### src/rtl/fetch_unit.sv
`default_nettype none
// ============================================================================
// Module   : fetch_unit
// Function : PC holder and single-outstanding instruction fetch feeding a
//            small registered FIFO drained into decode over valid/ready.
// Revision : 1.0 - initial release
// ============================================================================
module fetch_unit #(
    parameter int          FIFO_DEPTH = 4,
    parameter logic [31:0] RESET_PC   = 32'h0000_0000
) (
    input  logic        CLK,
    input  logic        nRST,
    output logic        imem_ren,
    output logic [31:0] imem_addr,
    input  logic        imem_ihit,
    input  logic [31:0] imem_load,
    output logic        instr_valid,
    output logic [31:0] instr,
    output logic [31:0] instr_pc,
    input  logic        instr_ready,
    input  logic        halt,
    input  logic        redirect,
    input  logic [31:0] redirect_pc
);

    localparam int                 c_PTR_W     = $clog2(FIFO_DEPTH);
    localparam logic [c_PTR_W:0]   c_DEPTH_CNT = (c_PTR_W + 1)'(FIFO_DEPTH);

    localparam logic [1:0] c_IDLE    = 2'd0;
    localparam logic [1:0] c_FETCH   = 2'd1;
    localparam logic [1:0] c_DISCARD = 2'd2;
    localparam logic [1:0] c_HALTED  = 2'd3;

    logic [1:0]         r_state;
    logic [1:0]         w_state_nxt;
    logic [31:0]        r_pc;
    logic [31:0]        r_stale_addr;
    logic [c_PTR_W:0]   r_count;
    logic [c_PTR_W-1:0] r_rd_ptr;
    logic [c_PTR_W-1:0] r_wr_ptr;
    logic [31:0]        r_mem_instr [FIFO_DEPTH];
    logic [31:0]        r_mem_pc    [FIFO_DEPTH];

    logic w_redir;
    logic w_pop;
    logic w_halt;
    logic w_push;
    logic w_flush;
    logic w_pop_eff;

    // Once halted, nothing but reset is allowed to disturb the unit.
    assign w_redir   = redirect && (r_state != c_HALTED);
    assign w_pop     = instr_valid && instr_ready;
    assign w_halt    = halt && w_pop && !w_redir;
    assign w_flush   = w_redir || w_halt;
    assign w_push    = (r_state == c_FETCH) && imem_ren && imem_ihit && !w_flush;
    assign w_pop_eff = w_pop && !w_flush;

    assign imem_addr   = (r_state == c_DISCARD) ? r_stale_addr : r_pc;
    assign instr_valid = (r_count != '0);
    assign instr       = instr_valid ? r_mem_instr[r_rd_ptr] : 32'h0;
    assign instr_pc    = instr_valid ? r_mem_pc[r_rd_ptr]    : 32'h0;

    always_comb begin
        imem_ren = 1'b0;
        case (r_state)
            c_FETCH:   imem_ren = (r_count < c_DEPTH_CNT);
            c_DISCARD: imem_ren = 1'b1;
            default:   imem_ren = 1'b0;
        endcase
    end

    always_comb begin
        w_state_nxt = r_state;
        if (w_redir) begin
            // A read already on the bus must be allowed to finish before the
            // new target can be requested.
            w_state_nxt = (imem_ren && !imem_ihit) ? c_DISCARD : c_FETCH;
        end else if (w_halt) begin
            w_state_nxt = c_HALTED;
        end else begin
            case (r_state)
                c_IDLE:    w_state_nxt = c_FETCH;
                c_DISCARD: w_state_nxt = imem_ihit ? c_FETCH : c_DISCARD;
                default:   w_state_nxt = r_state;
            endcase
        end
    end

    always_ff @(posedge CLK or negedge nRST) begin
        if (!nRST) begin
            r_state      <= c_IDLE;
            r_pc         <= RESET_PC;
            r_stale_addr <= RESET_PC;
            r_count      <= '0;
            r_rd_ptr     <= '0;
            r_wr_ptr     <= '0;
        end else begin
            r_state <= w_state_nxt;
            if (w_redir) begin
                r_pc         <= {redirect_pc[31:2], 2'b00};
                r_stale_addr <= imem_addr;
            end else if (w_push) begin
                r_pc <= r_pc + 32'd4;
            end

            if (w_flush) begin
                r_count  <= '0;
                r_rd_ptr <= '0;
                r_wr_ptr <= '0;
            end else begin
                if (w_push) begin
                    r_wr_ptr <= r_wr_ptr + 1'b1;
                end
                if (w_pop_eff) begin
                    r_rd_ptr <= r_rd_ptr + 1'b1;
                end
                case ({w_push, w_pop_eff})
                    2'b10:   r_count <= r_count + 1'b1;
                    2'b01:   r_count <= r_count - 1'b1;
                    default: r_count <= r_count;
                endcase
            end
        end
    end

    // Storage needs no reset: the head outputs are masked while empty.
    always_ff @(posedge CLK) begin
        if (w_push) begin
            r_mem_instr[r_wr_ptr] <= imem_load;
            r_mem_pc[r_wr_ptr]    <= r_pc;
        end
    end

endmodule
`default_nettype wire
### config.mk
export PLATFORM = sky130hd
export DESIGN_NAME = fetch_unit
export DESIGN_NICKNAME = d
export VERILOG_FILES = /design/src/rtl/fetch_unit.sv
export SDC_FILE = /design/constraint.sdc
export NUM_CORES = 1
export LEC_CHECK = 0
export BUFFER_PORTS_ARGS = -buffer_cell sky130_fd_sc_hd__clkbuf_2
export CAP_MARGIN = 10
export CORE_MARGIN = 1.5
export CORE_UTILIZATION = 57
export DETAILED_ROUTE_END_ITERATION = 8
export PLACE_DENSITY = 0.86
export RECOVER_POWER = 50
export SLEW_MARGIN = 40
export SYNTH_ARGS = -nofsm -noshare
export SYNTH_HDL_FRONTEND = slang
export SYNTH_SLANG_ARGS = --single-unit
### constraint.sdc
create_clock -name CLK -period 5.7 [get_ports CLK]
set_input_delay 0.285 -clock CLK [delete_from_list [all_inputs] [get_ports CLK]]
set_output_delay 0.285 -clock CLK [all_outputs]
set_load 0.01 [all_outputs]
==> results.txt <==
----------------------------------------------------
[Routing]
  First-pass DRT Iterations ... 6
  Vias per cell ... 5.72
  Total length of routed wires ... 27,600 um
  Detailed-route DRC error count ... 0
  Initial DRC Count ... 485
  Total number of vias ... 7,502
  Detail Route Antenna Nets ... 0
  Routed wire length per instance ... 21.0 um

[Cells and area]
  Share of cells above drive strength 1 ... 0.329
  Post-layout net count ... 1,052
  Inserted Diodes ... 0
  Area added between synthesis and finish ... 20.7%

[GRT]
  Global Route Usage Sum ... 0.234
  Largest net degree at the start of global routing ... 72
  Wire length of the first global-routing pass ... 42,900 um
  Aggregate global routing overflow ... 0
  Via count of the first global-routing pass ... 7,811
  Number of antenna violations at the first check in global routing ... 0

[Clock tree]
  H-tree levels ... 2
  PostCTS Resize Cnt ... 0
  TritonCTS buffer count ... 34
  Sink Count ... 319
  Number of buffers between clock root and the deepest sink ... 3
  CTS tree ... done
  Worst-Skew Late Latency ... 0.50 ns
  Clock transition at the registers of the reported paths ... 0.06 ns
  Clk root buf ... clkbuf_16

[Placed design]
  Quantity of I/O buffers inserted on ports ... 163
  GP Congestion ... 0.816
  Final HPWL DP ... 16,700 um

[Power]
  Fraction of power consumed by the clock network ... 0.298
  Switch Pwr ... 2.39 mW
  Part of the total power dissipated in sequential elements ... 0.420
  Switching fraction of total power ... 0.302
  Relative contribution of combinational cells to total power ... 0.282
  Static Leak ... 5.77 nW
  Cell internal pwr ... 5.54 mW
  Largest voltage drop on the vdd net ... 0.326 mV
  Power per cell area ... 495 mW/mm2

[Worst setup path]
  CP Capture Type ... flip-flop
  Worst path slowest cell ... ha_1
  Worst Path Arrival ... 4.38 ns
  CP Max Fanout ... 39
  Nature of the critical path startpoint ... flip-flop
  Endpoint required time on the critical path ... 5.88 ns
  R2r endpoint ... r_mem_pc[2][29]
  Depth of the most critical reg-to-reg path ... 7
  CP cell instances ... inv_1 > ha_1 > and2b_1 > or2_0 > nor2_1 > and2_4 > buf_12
  Register-to-Register Setup Slack ... 1.50 ns
  Delay contributed by the slowest stage of the critical path ... 1.34 ns
  RR Startpoint ... r_state[0]
  Setup Crit Path Kind ... reg -> reg

[Run]
  Count of max-cap constraint violations ... 2

[Synthesis]
  Cell area after synthesis ... 0.0133 mm2
  Synth cell types ... 51
  FF+latch count, synth ... 319
  Most used flip-flop cell after synthesis ... edfxtp_1
  Number of enable flip-flop cells after synthesis ... 248
  Share of flip-flops with an asynchronous set or reset after synthesis ... 0.223
  Library cell with the largest summed area after synthesis ... edfxtp_1
  Biggest area contributors in the synthesized netlist ... edfxtp_1 (56%), dfrtp_1 (13%), mux4_2 (10%)
  Synth top area share ... 0.560
  Number of warnings printed during yosys synthesis ... 0
  Synthesized netlist cell count ... 771
  Mean instance size in the synthesized netlist ... 17.3 um2
  Share of synthesized area occupied by flip-flops and latches ... 0.693

[STA]
  Fin Setup TNS ... 0 ns
  Worst hold margin ... 0.0176 ns
  Final Cycle Share ... 0.737
  Relative slew margins ... -0.157
  Slew @ Worst Pin ... 1.74 ns
  Final clock skew ... 0.00872 ns
  FMAX ... 0.238 GHz
  Final min period ... 4.20 ns
  Final setup violation count ... 0
  Number of endpoints with negative hold slack in the final report ... 0
  RSZ-0062 raised after global routing ... false
  Pins Over Slew Limit ... 48

[Worst hold path]
  Endpoint of the worst hold-timing path ... r_pc[28]
  Class of the tightest hold or removal check ... in -> reg
  Depth of the worst hold-timing path ... 3
  Startpoint of the tightest hold check path ... redirect_pc[28]

[Run status]
  Run status ... finished, violations left
  Violated checks ... capacitance limit, slew limit

[Floorplan]
  Core footprint ... 0.0228 mm2
  Effective utilization at floorplan ... 0.584
  Floorplan die width ... 156 um
  I/O pin count ... 168
  Site Rows ... 55
  DIE HEIGHT ... 156 um
  Die Area ... 0.0243 mm2

----------------------------------------------------
layer usage:
layer	wire length, um	GRT usage	vias to the layer above
met5	0	0	-
met4	544	0.0698	0
met3	1720	0.0375	48
met2	13700	0.395	302
met1	11600	0.319	3791
li1	-	-	3361
per-stage QoR:
stage                     instance area, um2  worst slack [ns]  total power, mW   util  instances
after global routing                   16100              1.26             8.30  0.705       1311
after floorplan                        13300              2.31             4.75      -        772
final                                  16100              1.50             7.94  0.705       1311
after global placement                 14400              2.12             5.48  0.632       1208
after CTS                              16200              2.39             8.03  0.709       1311
after detailed placement               14600              2.42             5.63  0.642       1218
synthesized netlist by cell type, types with 2 or more instances:
cell type	number
inv_1	6
o21ai_1	25
xor2_1	22
a31oi_1	2
nor2_2	2
nor2b_1	5
edfxtp_1	248
ha_1	9
and3_1	7
nand2_1	37
o21a_1	2
or4_1	2
nor3_1	3
nor4_1	4
nor2_1	15
nand4_1	17
o21ai_0	5
mux2i_1	2
buf_4	2
mux2_2	58
dfrtp_1	71
buf_2	8
mux4_2	62
and2_1	74
xnor2_1	10
clkbuf_1	31
o31ai_1	3
o21bai_1	2
and4_1	3
nand3_1	12
a21oi_1	2
flip-flops by register name, summed over array words and instances, names as in the netlist:
register      count
r_rd_ptr          2
r_wr_ptr          2
r_mem_pc        120
r_mem_instr     128
r_state           2
r_stale_addr     32
r_pc             30
r_count           3
worst max-delay path, delay by kind of cell (launching register included):
kind,cells,cell delay (ns)
AND/OR/NAND/NOR,4,1.67
adder cells (fa/ha/maj),1,1.34
flip-flops,1,0.41
buffers and inverters,2,0.40
power by group through the flow:
stage | logic (mW) | clock network (mW) | registers, mW
CTS | 2.29 | 2.40 | 3.33
detailed placement | 2.26 | 0 | 3.38
finish | 2.24 | 2.37 | 3.33
floorplan | 1.53 | 0 | 3.22
global route | 2.42 | 2.49 | 3.38
global placement | 2.09 | 0 | 3.39
cells in the final DEF, fill, tap and decap left out, types with 3 or more instances in the layout:
cell	count
and4_1	3
mux4_2	62
inv_1	6
dfrtp_1	69
nand4_1	17
o21ai_1	24
nor3_1	4
nor2_1	15
nand2_1	37
mux2_2	58
ha_1	9
and2_1	68
xor2_1	22
buf_12	7
and2_4	4
nor4_1	4
dlygate4sd3_1	31
clkbuf_2	126
edfxtp_1	248
clkbuf_16	37
and3_1	7
bufinv_16	6
clkinv_2	6
o21ai_0	6
nor2b_1	4
clkbuf_1	42
nand3_1	12
o31ai_1	3
xnor2_1	10
worst max path at each step:
| stage | slack, ns | depth (start not counted) | endpoint | startpoint |
|---|---|---|---|---|
| floorplan | 2.31 | 7 | r_mem_instr[0][0] | r_state[0] |
| global placement | 2.12 | 6 | r_mem_instr[0][4] | r_state[0] |
| detailed placement | 2.42 | 8 | r_mem_pc[1][30] | r_state[0] |
| CTS | 2.39 | 7 | r_mem_pc[2][29] | r_state[0] |
| global route | 1.26 | 7 | r_mem_pc[2][29] | r_state[0] |
| finish | 1.50 | 7 | r_mem_pc[2][29] | r_state[0] |
kinds of logic after synthesis:
kind of cell	Yosys count	share of synthesized area
DFF	319	0.693
buffers and inverters	49	0.0157
other	1	0.000282
and+or+nand+nor	192	0.0829
muxes	123	0.156
AOI/OAI and AO/OA	45	0.0203
adders and majority gates	10	0.00997
xor gates and xnor gates	32	0.0211
timing repair:
item,CTS,global route
setup buffers,0,0
hold buffers,31,0
endpoints found under the hold margin,154,0
layout make-up:
cell class              count  area (um2)
fillers                  1423        6730
well taps                 313         392
flip-flops and latches    319        9230
repair buffers            207        1300
clock buffers              44         972
inverters                   6        22.5
clock inverters            18         253
multi-input cells         404        3880
No activity file was read; power rests on OpenSTA's default activity.
